**src/rtl/video_stream_scheduler.sv**
```systemverilog
// Frame-aware scheduler sharing one Avalon-ST video output between the camera and SD-card sinks.
// Source changes happen only at frame boundaries; supports pause-at-frame-end, frame counting and a frame IRQ.
module video_stream_scheduler #(
  parameter int DATA_W       = 16,
  parameter int COUNT_W      = 16,
  parameter bit DISCARD_IDLE = 1'b1
) (
  input  logic               clk,
  input  logic               reset,
  input  logic               sel_req,
  input  logic               pause_req,
  input  logic               irq_enable,
  input  logic               irq_ack,
  input  logic               err_clear,
  input  logic               cam_valid,
  input  logic               cam_startofpacket,
  input  logic               cam_endofpacket,
  input  logic [DATA_W-1:0]  cam_data,
  output logic               cam_ready,
  input  logic               sd_valid,
  input  logic               sd_startofpacket,
  input  logic               sd_endofpacket,
  input  logic [DATA_W-1:0]  sd_data,
  output logic               sd_ready,
  input  logic               out_ready,
  output logic               out_valid,
  output logic               out_startofpacket,
  output logic               out_endofpacket,
  output logic [DATA_W-1:0]  out_data,
  output logic               active_sel,
  output logic               paused,
  output logic [COUNT_W-1:0] frame_count,
  output logic               irq,
  output logic               frame_error
);

  localparam logic [1:0] SYNC   = 2'd0;
  localparam logic [1:0] STREAM = 2'd1;
  localparam logic [1:0] PAUSED = 2'd2;

  logic [1:0]        state, state_nxt;
  logic              sel_nxt;
  logic              vld_p1, sop_p1, eop_p1;
  logic [DATA_W-1:0] data_p1;

  logic              act_valid, act_sop, act_eop, act_ready;
  logic [DATA_W-1:0] act_data;
  logic              can_load, accept, fwd, frame_end, err_set;
  logic [1:0]        end_state;

  assign act_valid = active_sel ? sd_valid         : cam_valid;
  assign act_sop   = active_sel ? sd_startofpacket : cam_startofpacket;
  assign act_eop   = active_sel ? sd_endofpacket   : cam_endofpacket;
  assign act_data  = active_sel ? sd_data          : cam_data;

  assign can_load  = ~vld_p1 | out_ready;
  assign act_ready = (state == PAUSED) ? DISCARD_IDLE : can_load;
  assign cam_ready = active_sel ? DISCARD_IDLE : act_ready;
  assign sd_ready  = active_sel ? act_ready : DISCARD_IDLE;

  // In SYNC only a start-of-packet beat may open a frame; PAUSED swallows everything.
  assign accept    = act_valid & act_ready;
  assign fwd       = accept & ((state == STREAM) | ((state == SYNC) & act_sop));
  assign frame_end = fwd & act_eop;
  assign err_set   = (state == STREAM) & accept & act_sop & ~act_eop;
  assign end_state = pause_req ? PAUSED : SYNC;

  always_comb begin
    state_nxt = state;
    sel_nxt   = active_sel;
    case (state)
      SYNC: begin
        if (fwd)            state_nxt = act_eop ? end_state : STREAM;
        else if (pause_req) state_nxt = PAUSED;
      end
      STREAM: if (frame_end) state_nxt = end_state;
      PAUSED: if (!pause_req) state_nxt = SYNC;
      default: state_nxt = SYNC;
    endcase
    if ((frame_end && !pause_req) || (state == PAUSED && !pause_req)) sel_nxt = sel_req;
  end

  always_ff @(posedge clk or posedge reset) begin
    if (reset) begin
      state       <= SYNC;
      active_sel  <= 1'b0;
      frame_count <= '0;
      irq         <= 1'b0;
      frame_error <= 1'b0;
    end else begin
      state      <= state_nxt;
      active_sel <= sel_nxt;
      if (frame_end) frame_count <= frame_count + COUNT_W'(1);
      if (frame_end && irq_enable) irq <= 1'b1;
      else if (irq_ack)            irq <= 1'b0;
      if (err_set)        frame_error <= 1'b1;
      else if (err_clear) frame_error <= 1'b0;
    end
  end

  // ---- stage p1: registered output beat ----
  always_ff @(posedge clk or posedge reset) begin
    if (reset) begin
      vld_p1  <= 1'b0;
      sop_p1  <= 1'b0;
      eop_p1  <= 1'b0;
      data_p1 <= '0;
    end else if (can_load) begin
      vld_p1 <= fwd;
      if (fwd) begin
        sop_p1  <= act_sop;
        eop_p1  <= act_eop;
        data_p1 <= act_data;
      end
    end
  end

  assign out_valid         = vld_p1;
  assign out_startofpacket = sop_p1;
  assign out_endofpacket   = eop_p1;
  assign out_data          = data_p1;
  assign paused            = (state == PAUSED);

endmodule
```
**config.mk**
```make
export PLATFORM = sky130hd
export DESIGN_NAME = video_stream_scheduler
export DESIGN_NICKNAME = d
export VERILOG_FILES = /design/src/rtl/video_stream_scheduler.sv
export SDC_FILE = /design/constraint.sdc
export NUM_CORES = 1
export LEC_CHECK = 0
export BUFFER_PORTS_ARGS = -buffer_cell sky130_fd_sc_hd__buf_2
export CORE_MARGIN = 10
export CORE_UTILIZATION = 46
export DETAILED_ROUTE_END_ITERATION = 12
export PLACE_DENSITY = 0.88
export SLEW_MARGIN = 5
export SYNTH_ARGS = -nofsm -noshare
export SYNTH_HDL_FRONTEND = slang
export SYNTH_SLANG_ARGS = --single-unit
```
**constraint.sdc**
```tcl
create_clock -name clk -period 2.5 [get_ports clk]
set_clock_uncertainty 0.15 [all_clocks]
set_input_delay 0.375 -clock clk [delete_from_list [all_inputs] [get_ports clk]]
set_output_delay 0.375 -clock clk [all_outputs]
set_load 0.03 [all_outputs]
```
==> results of run 1 <==
==> logic make-up after synthesis <==
family | share of synthesized area, %
AO/OA/AOI/OAI | 8.55
buffers and inverters | 3.23
AND/OR/NAND/NOR | 15.2
adder cells (fa/ha/maj) | 0.673
multiplexers | 11.4
XOR/XNOR | 7.07
flip-flops | 53.8
==> area by class of cell <==
type / instances / area (sq um) / area share (%)
clock inverters: 2 / 10.0 / 0.409
clock buffers: 6 / 82.6 / 3.37
flip-flops and latches: 40 / 1000 / 40.9
inverters: 6 / 22.5 / 0.919
well taps: 50 / 62.6 / 2.55
multi-input cells: 121 / 803 / 32.8
repair buffers: 91 / 468 / 19.1
==> critical path, stage by stage, from the launching register on <==
cell     delay (ps)
dfrtp_1         400
buf_4           350
mux2i_1         240
nor4_1          640
nand4_1         220
xnor2_1         160
==> flip-flops by register name (all words and copies together), names as in the netlist <==
signal	cells
state	2
irq	1
out_valid	1
frame_error	1
out_data	16
frame_count	16
out_startofpacket	1
out_endofpacket	1
active_sel	1
==> per-layer routing <==
layer / up-vias / share of wire [%] / track usage (%)
met3: 8 / 5.0 / 4.30
met1: 755 / 38 / 14.5
met2: 46 / 54 / 24.6
met5: - / 0 / 0
li1: 791 / - / -
met4: 0 / 2.3 / 6.39
==> worst max-delay path by stage <==
stage                          start              end  slack, ps  cells after the start
after global placement    active_sel  frame_count[15]        410                      5
after floorplan           active_sel   frame_count[1]        360                      5
after CTS                 active_sel  frame_count[13]        220                      5
after global routing      active_sel  frame_count[13]         60                      5
after detailed placement  active_sel  frame_count[13]        240                      5
final                     active_sel  frame_count[13]        230                      5
==> synthesized netlist by cell type (all sizes together) <==
cell     number  share of area [%]
clkbuf        3               0.61
mux2i        19                 10
nand2b        1               0.34
a2111oi       1               0.54
ha            1               0.67
nor2b         2               0.67
nand2        22                4.4
nor2          3               0.61
and2          1               0.34
buf           5                1.4
nand4         5                1.7
nor4          5                1.7
nor3          2               0.54
nand3        10                2.7
xor2          5                2.4
o21ai        19                5.1
inv           6                1.2
and4          1               0.47
or4           1               0.40
a22o          1               0.47
and3          2               0.67
mux2          2                1.2
a21o          2               0.81
o311ai        1               0.47
a2111o        1               0.61
or3           2               0.67
a21oi         2               0.54
xnor2        10                4.7
dfrtp        40                 54
==> power by group <==
part	leakage [nW]	switching (mW)	internal [mW]	total, mW
clock	0.0510	0.217	0.220	0.437
sequential	0.511	0.164	0.866	1.03
combinational	0.773	0.921	0.444	1.36
==> metrics.md, run 1 <==
| Metric | Value |
|---|---|
| Outcome | `completed` |
| RSZ-0062 raised after global routing | `no` |
| First-pass GRT wire length | `8.12 mm` |
| Die Span X | `83.6 um` |
| Pwr/cell area | `1160 nW/um^2` |
| Critical Path Sink Type | `flop` |
| Initial antenna violation count | `0` |
| CTS tree | `yes` |
| Synth Instances | `175` |
| Yosys reg bits | `40` |
| Via count | `~1.6k` |
| Max cap viols | `0` |
| Remaining global-route overflow | `0` |
| Largest net degree at the start of global routing | `41` |
| CORE AREA | `between 3000 and 4000 sq um` |
| HPWL Detailed | `3.90 mm` |
| Htree depth | `2` |
| Worst Slack Setup Final | `230 ps` |
| Max-slew violations | `0` |
| FF-to-FF setup slack | `230 ps` |
| Placement Setup Slack | `243 ps` |
| Total power draw | `2.83 mW` |
| Postcts setup bufs | `0` |
| DRT Wirelength | `4.92 mm` |
| Leak | `between 1 and 1.5 nW` |
| WP data arrival | `2300 ps` |
| Post-CTS sizing | `0` |
| CP Class | `reg2reg` |
| All-Layer GR Usage | `approximately 14%` |
| Register area share after synthesis | `53.8%` |
| Layout Nets | `312` |
| Worst Reg-to-Reg Cells | `5` |
| Endpoints failing setup | `0` |
| Final hold viol count | `0` |
| GPL Wtd Cong | `0.802` |
| WL per Instance | `~16 um` |
| Synthesized Nets | `222` |
| Synth Area per Inst | `10.6 sq um` |
| Root Buffer | `clkbuf_8` |
| Tmin final | `2270 ps` |
| Synthesized cell area | `~1900 sq um` |
| Most frequent cells in the layout | `buf_2 (86), dfrtp_1 (40), nand2_1 (22)` |
| Final worst-path cycle share | `90.8%` |
| Worst-Margin Slew | `~640 ps` |
| Clk sinks | `40` |
| DRC errors left | `0` |
| Site row count | `23` |
| Most common cell after layout, fill and taps aside | `buf_2` |
| Placed cells | `308` |
| First-pass detailed-route iteration total | `4` |
| Slew headroom | `56.7%` |
| Worst-Skew Late Latency | `290 ps` |
| Layout cells sized above 1 | `38.3%` |
| Fill cells | `roughly 350` |
| IO Count | `87` |
| Largest fanout on the critical path | `22` |
| Starting Density | `47.2%` |
| Vias/cell | `5.06` |
| Number of I/O port buffers | `between 80 and 90` |
| F_max | `between 400 and 500 MHz` |
| Iter 0 DRT Violations | `between 70 and 80` |
| TritonCTS Buffers | `5` |
| Die footprint | `6980 sq um` |
| Reg2reg start | `active_sel` |
| Final non-filler cell total | `between 300 and 400` |
| Die Ht | `roughly 84 um` |
| Inserted Diodes | `0` |
| Critical Path Start Type | `flop` |
| Vias in the first global route | `1717` |
| Post-route setup TNS | `0 ps` |
| Layout area overhead | `31.8%` |
| Placed inst area | `between 2000 and 2500 sq um` |
| Peak VDD IR | `0.000585 V` |
| CTS clk-pin slew, worst paths | `80 ps` |
| RR Endpoint | `frame_count[13]` |
| Hold slack | `35.9 ps` |
| Unique masters post-synth | `31` |
| Hold_buf cts | `0` |
| Final core occ | `between 60 and 70%` |
| Clk buf depth | `2` |
| HP Class | `in2async` |
| Warnings, synthesis | `0` |
| Final instance area | `2450 sq um` |
| DRT antenna net count | `0` |
| WP data required | `2530 ps` |
(Power assumes the default switching activity.)
==> inputs of run 2 (changes only) <==
--- a/config.mk
+++ b/config.mk
@@ -6,10 +6,12 @@
 export NUM_CORES = 1
 export LEC_CHECK = 0
 export BUFFER_PORTS_ARGS = -buffer_cell sky130_fd_sc_hd__buf_2
+export CORE_ASPECT_RATIO = 0.75
 export CORE_MARGIN = 10
 export CORE_UTILIZATION = 46
 export DETAILED_ROUTE_END_ITERATION = 12
 export PLACE_DENSITY = 0.88
+export SKIP_CTS_REPAIR_TIMING = 1
 export SLEW_MARGIN = 5
 export SYNTH_ARGS = -nofsm -noshare
 export SYNTH_HDL_FRONTEND = slang
==> metrics.md, run 2 (synthesized netlist as in run 1, its figures left out) <==
| Metric | Value |
|---|---|
| Largest fanout on the critical path | `22 (unchanged)` |
| First-pass GRT wire length | `7.83 mm (was 8.12 mm)` |
| Max cap viols | `0 (unchanged)` |
| Endpoints failing setup | `0 (unchanged)` |
| CP Buf/Inv Count | `3 (was 1)` |
| IO Count | `87 (unchanged)` |
| DRT Wirelength | `4.84 mm (was 4.92 mm)` |
| HP Class | `in2async (unchanged)` |
| Htree depth | `2 (unchanged)` |
| F_max | `445 MHz (was 440 MHz)` |
| CORE AREA | `3780 sq um (was 3940 sq um)` |
| Inserted Diodes | `0 (unchanged)` |
| Peak VDD IR | `0.000604 V (was 0.000585 V)` |
| Post-route setup TNS | `0 ps (unchanged)` |
| Layout cells sized above 1 | `38.1% (was 38.3%)` |
| DRT antenna net count | `0 (unchanged)` |
| First-pass detailed-route iteration total | `6 (was 4)` |
| Layout Nets | `314 (was 312)` |
| Layout area overhead | `32.6% (was 31.8%)` |
| Worst-Skew Late Latency | `280 ps (was 290 ps)` |
| Area taken by multi-input logic gates | `803 sq um (unchanged)` |
| Most common cell after layout, fill and taps aside | `buf_2 (unchanged)` |
| Die footprint | `7010 sq um (was 6980 sq um)` |
| Most frequent cells in the layout | `buf_2 (86), dfrtp_1 (40), nand2_1 (22) (unchanged)` |
| Critical Path Sink Type | `output port (was flop)` |
| Leak | `1.34 nW (about the same)` |
| Final core occ | `65.2% (was 62.1%)` |
| Reg area | `1000 sq um (unchanged)` |
| Pint | `1.54 mW (was 1.53 mW)` |
| Tmin final | `2250 ps (was 2270 ps)` |
| Die Span X | `93.4 um (was 83.6 um)` |
| Die Ht | `75.1 um (was 83.6 um)` |
| Switch share | `45.3% (was 46.0%)` |
| CP max-delay cell | `dfrtp_1 (was nor4_1)` |
| Crit-path cells | `buf_4 -> inv_1 -> or3_1 -> buf_2 (was buf_4 -> mux2i_1 -> nor4_1 -> nand4_1 -> xnor2_1)` |
| Crit-path max cell delay | `400 ps (was 640 ps)` |
| Outcome | `completed (unchanged)` |
| Final worst-path cycle share | `90.0% (was 90.8%)` |
| Combinational Power Share | `48.3% (was 48.2%)` |
| Max-slew violations | `0 (unchanged)` |
| Remaining global-route overflow | `0 (unchanged)` |
| Sequential share of power | `36.6% (was 36.4%)` |
| Number of I/O port buffers | `86 (unchanged)` |
| TritonCTS Buffers | `5 (unchanged)` |
| WP data arrival | `1720 ps (was 2300 ps)` |
| Fill cells | `326 (was 352)` |
| Clk sinks | `40 (unchanged)` |
| GPL Wtd Cong | `0.798 (was 0.802)` |
| Site row count | `19 (was 23)` |
| CP top delay family | `buffers and inverters (was simple AND/OR/NAND/NOR gates)` |
| Final hold viol count | `0 (unchanged)` |
| CTS tree | `yes (unchanged)` |
| Largest net degree at the start of global routing | `41 (unchanged)` |
| Clk buf depth | `2 (unchanged)` |
| WL per Instance | `15.1 um (was 15.6 um)` |
| CP Class | `reg2out (was reg2reg)` |
| Net Switching | `1.28 mW (was 1.30 mW)` |
| Vias in the first global route | `1732 (was 1717)` |
| DRC errors left | `0 (unchanged)` |
| Via count | `1622 (was 1600)` |
| Initial antenna violation count | `0 (unchanged)` |
| Clock share of power | `15.2% (was 15.4%)` |
| All-Layer GR Usage | `13.9% (about the same)` |
| Starting Density | `49.2% (was 47.2%)` |
| Placement Setup Slack | `328 ps (was 243 ps)` |
| Worst Slack Setup Final | `251 ps (was 230 ps)` |
| Critical Path Start Type | `flop (unchanged)` |
| Worst-Margin Slew | `616 ps (was 644 ps)` |
| Slew headroom | `58.5% (was 56.7%)` |
| HPWL Detailed | `3.79 mm (was 3.90 mm)` |
| Root Buffer | `clkbuf_8 (unchanged)` |
| CTS clk-pin slew, worst paths | `70 ps (was 80 ps)` |
| Vias/cell | `5.07 (was 5.06)` |
| Iter 0 DRT Violations | `55 (was 78)` |
| Pwr/cell area | `1140 nW/um^2 (was 1160 nW/um^2)` |
| RSZ-0062 raised after global routing | `no (unchanged)` |
| WP data required | `1980 ps (was 2530 ps)` |
-- run 2: changes by cell type in the layout (fill, tap and decap cells not counted), sizes merged --
| cell | before | now |
|---|---|---|
| buf | 91 | 93 |
| clkbuf | 6 | 8 |
| clkinv | 2 | 0 |
-- run 2: final timing paths --
| path | slack (ps) | from | cells after the start | end |
|---|---|---|---|---|
| worst max-delay path | 250 | active_sel | 4 | sd_ready |
| worst min-delay path | 40 | reset | 3 | out_data[1] |
| worst max register to register | 320 | active_sel | 7 | frame_count[13] |
| worst min register to register | 330 | out_data[7] | 2 | out_data[7] |
| max in group asynchronous | 1810 | reset | 3 | out_data[12] |
| min in group clk | 110 | err_clear | 2 | frame_error |
-- run 2: power groups by stage --
stage | Combinational (mW) | Clock (mW) | Sequential [mW]
4_1_cts | 1.38 | 0.445 | 1.03
6_report | 1.36 | 0.428 | 1.03
3_3_place_gp | 1.36 | 0 | 1.03
3_5_place_dp | 1.39 | 0 | 1.04
2_1_floorplan | 0.565 | 0 | 1.42
5_1_grt | 1.49 | 0.472 | 1.07
-- run 2: per-layer routing --
layer | vias up | track usage [%] | share of wire, %
li1 | 798 | - | -
met1 | 747 | 15.3 | 43
met2 | 70 | 23.3 | 46
met3 | 7 | 5.46 | 9.4
met4 | 0 | 7.17 | 1.7
met5 | - | 0 | 0
-- run 2: worst reg2reg max path, stage by stage (launching register included) --
cell and delay (ps):
dfrtp_1 400, buf_4 350, mux2i_1 210, buf_4 200, nor4_1 310, buf_4 180
nand4_1 120, xnor2_1 150
-- run 2: area by class of cell --
type | count | area share (%)
Sequential cell | 40 | 40.6
Multi-Input combinational cell | 121 | 32.6
Timing Repair Buffer | 93 | 19.6
Clock buffer | 8 | 3.65
Tap cell | 52 | 2.64
Inverter | 6 | 0.914
-- run 2: through the flow --
stage                     hold WS, ps  instances  instance area (sq um)  total power, mW
final                            38.2        320                   2460             2.82
after global routing             80.9        320                   2460             3.03
after CTS                        58.0        320                   2460             2.86
after detailed placement          316        312                   2370             2.42
after global placement            306        312                   2370             2.39
after floorplan                   321        175                   1860             1.99
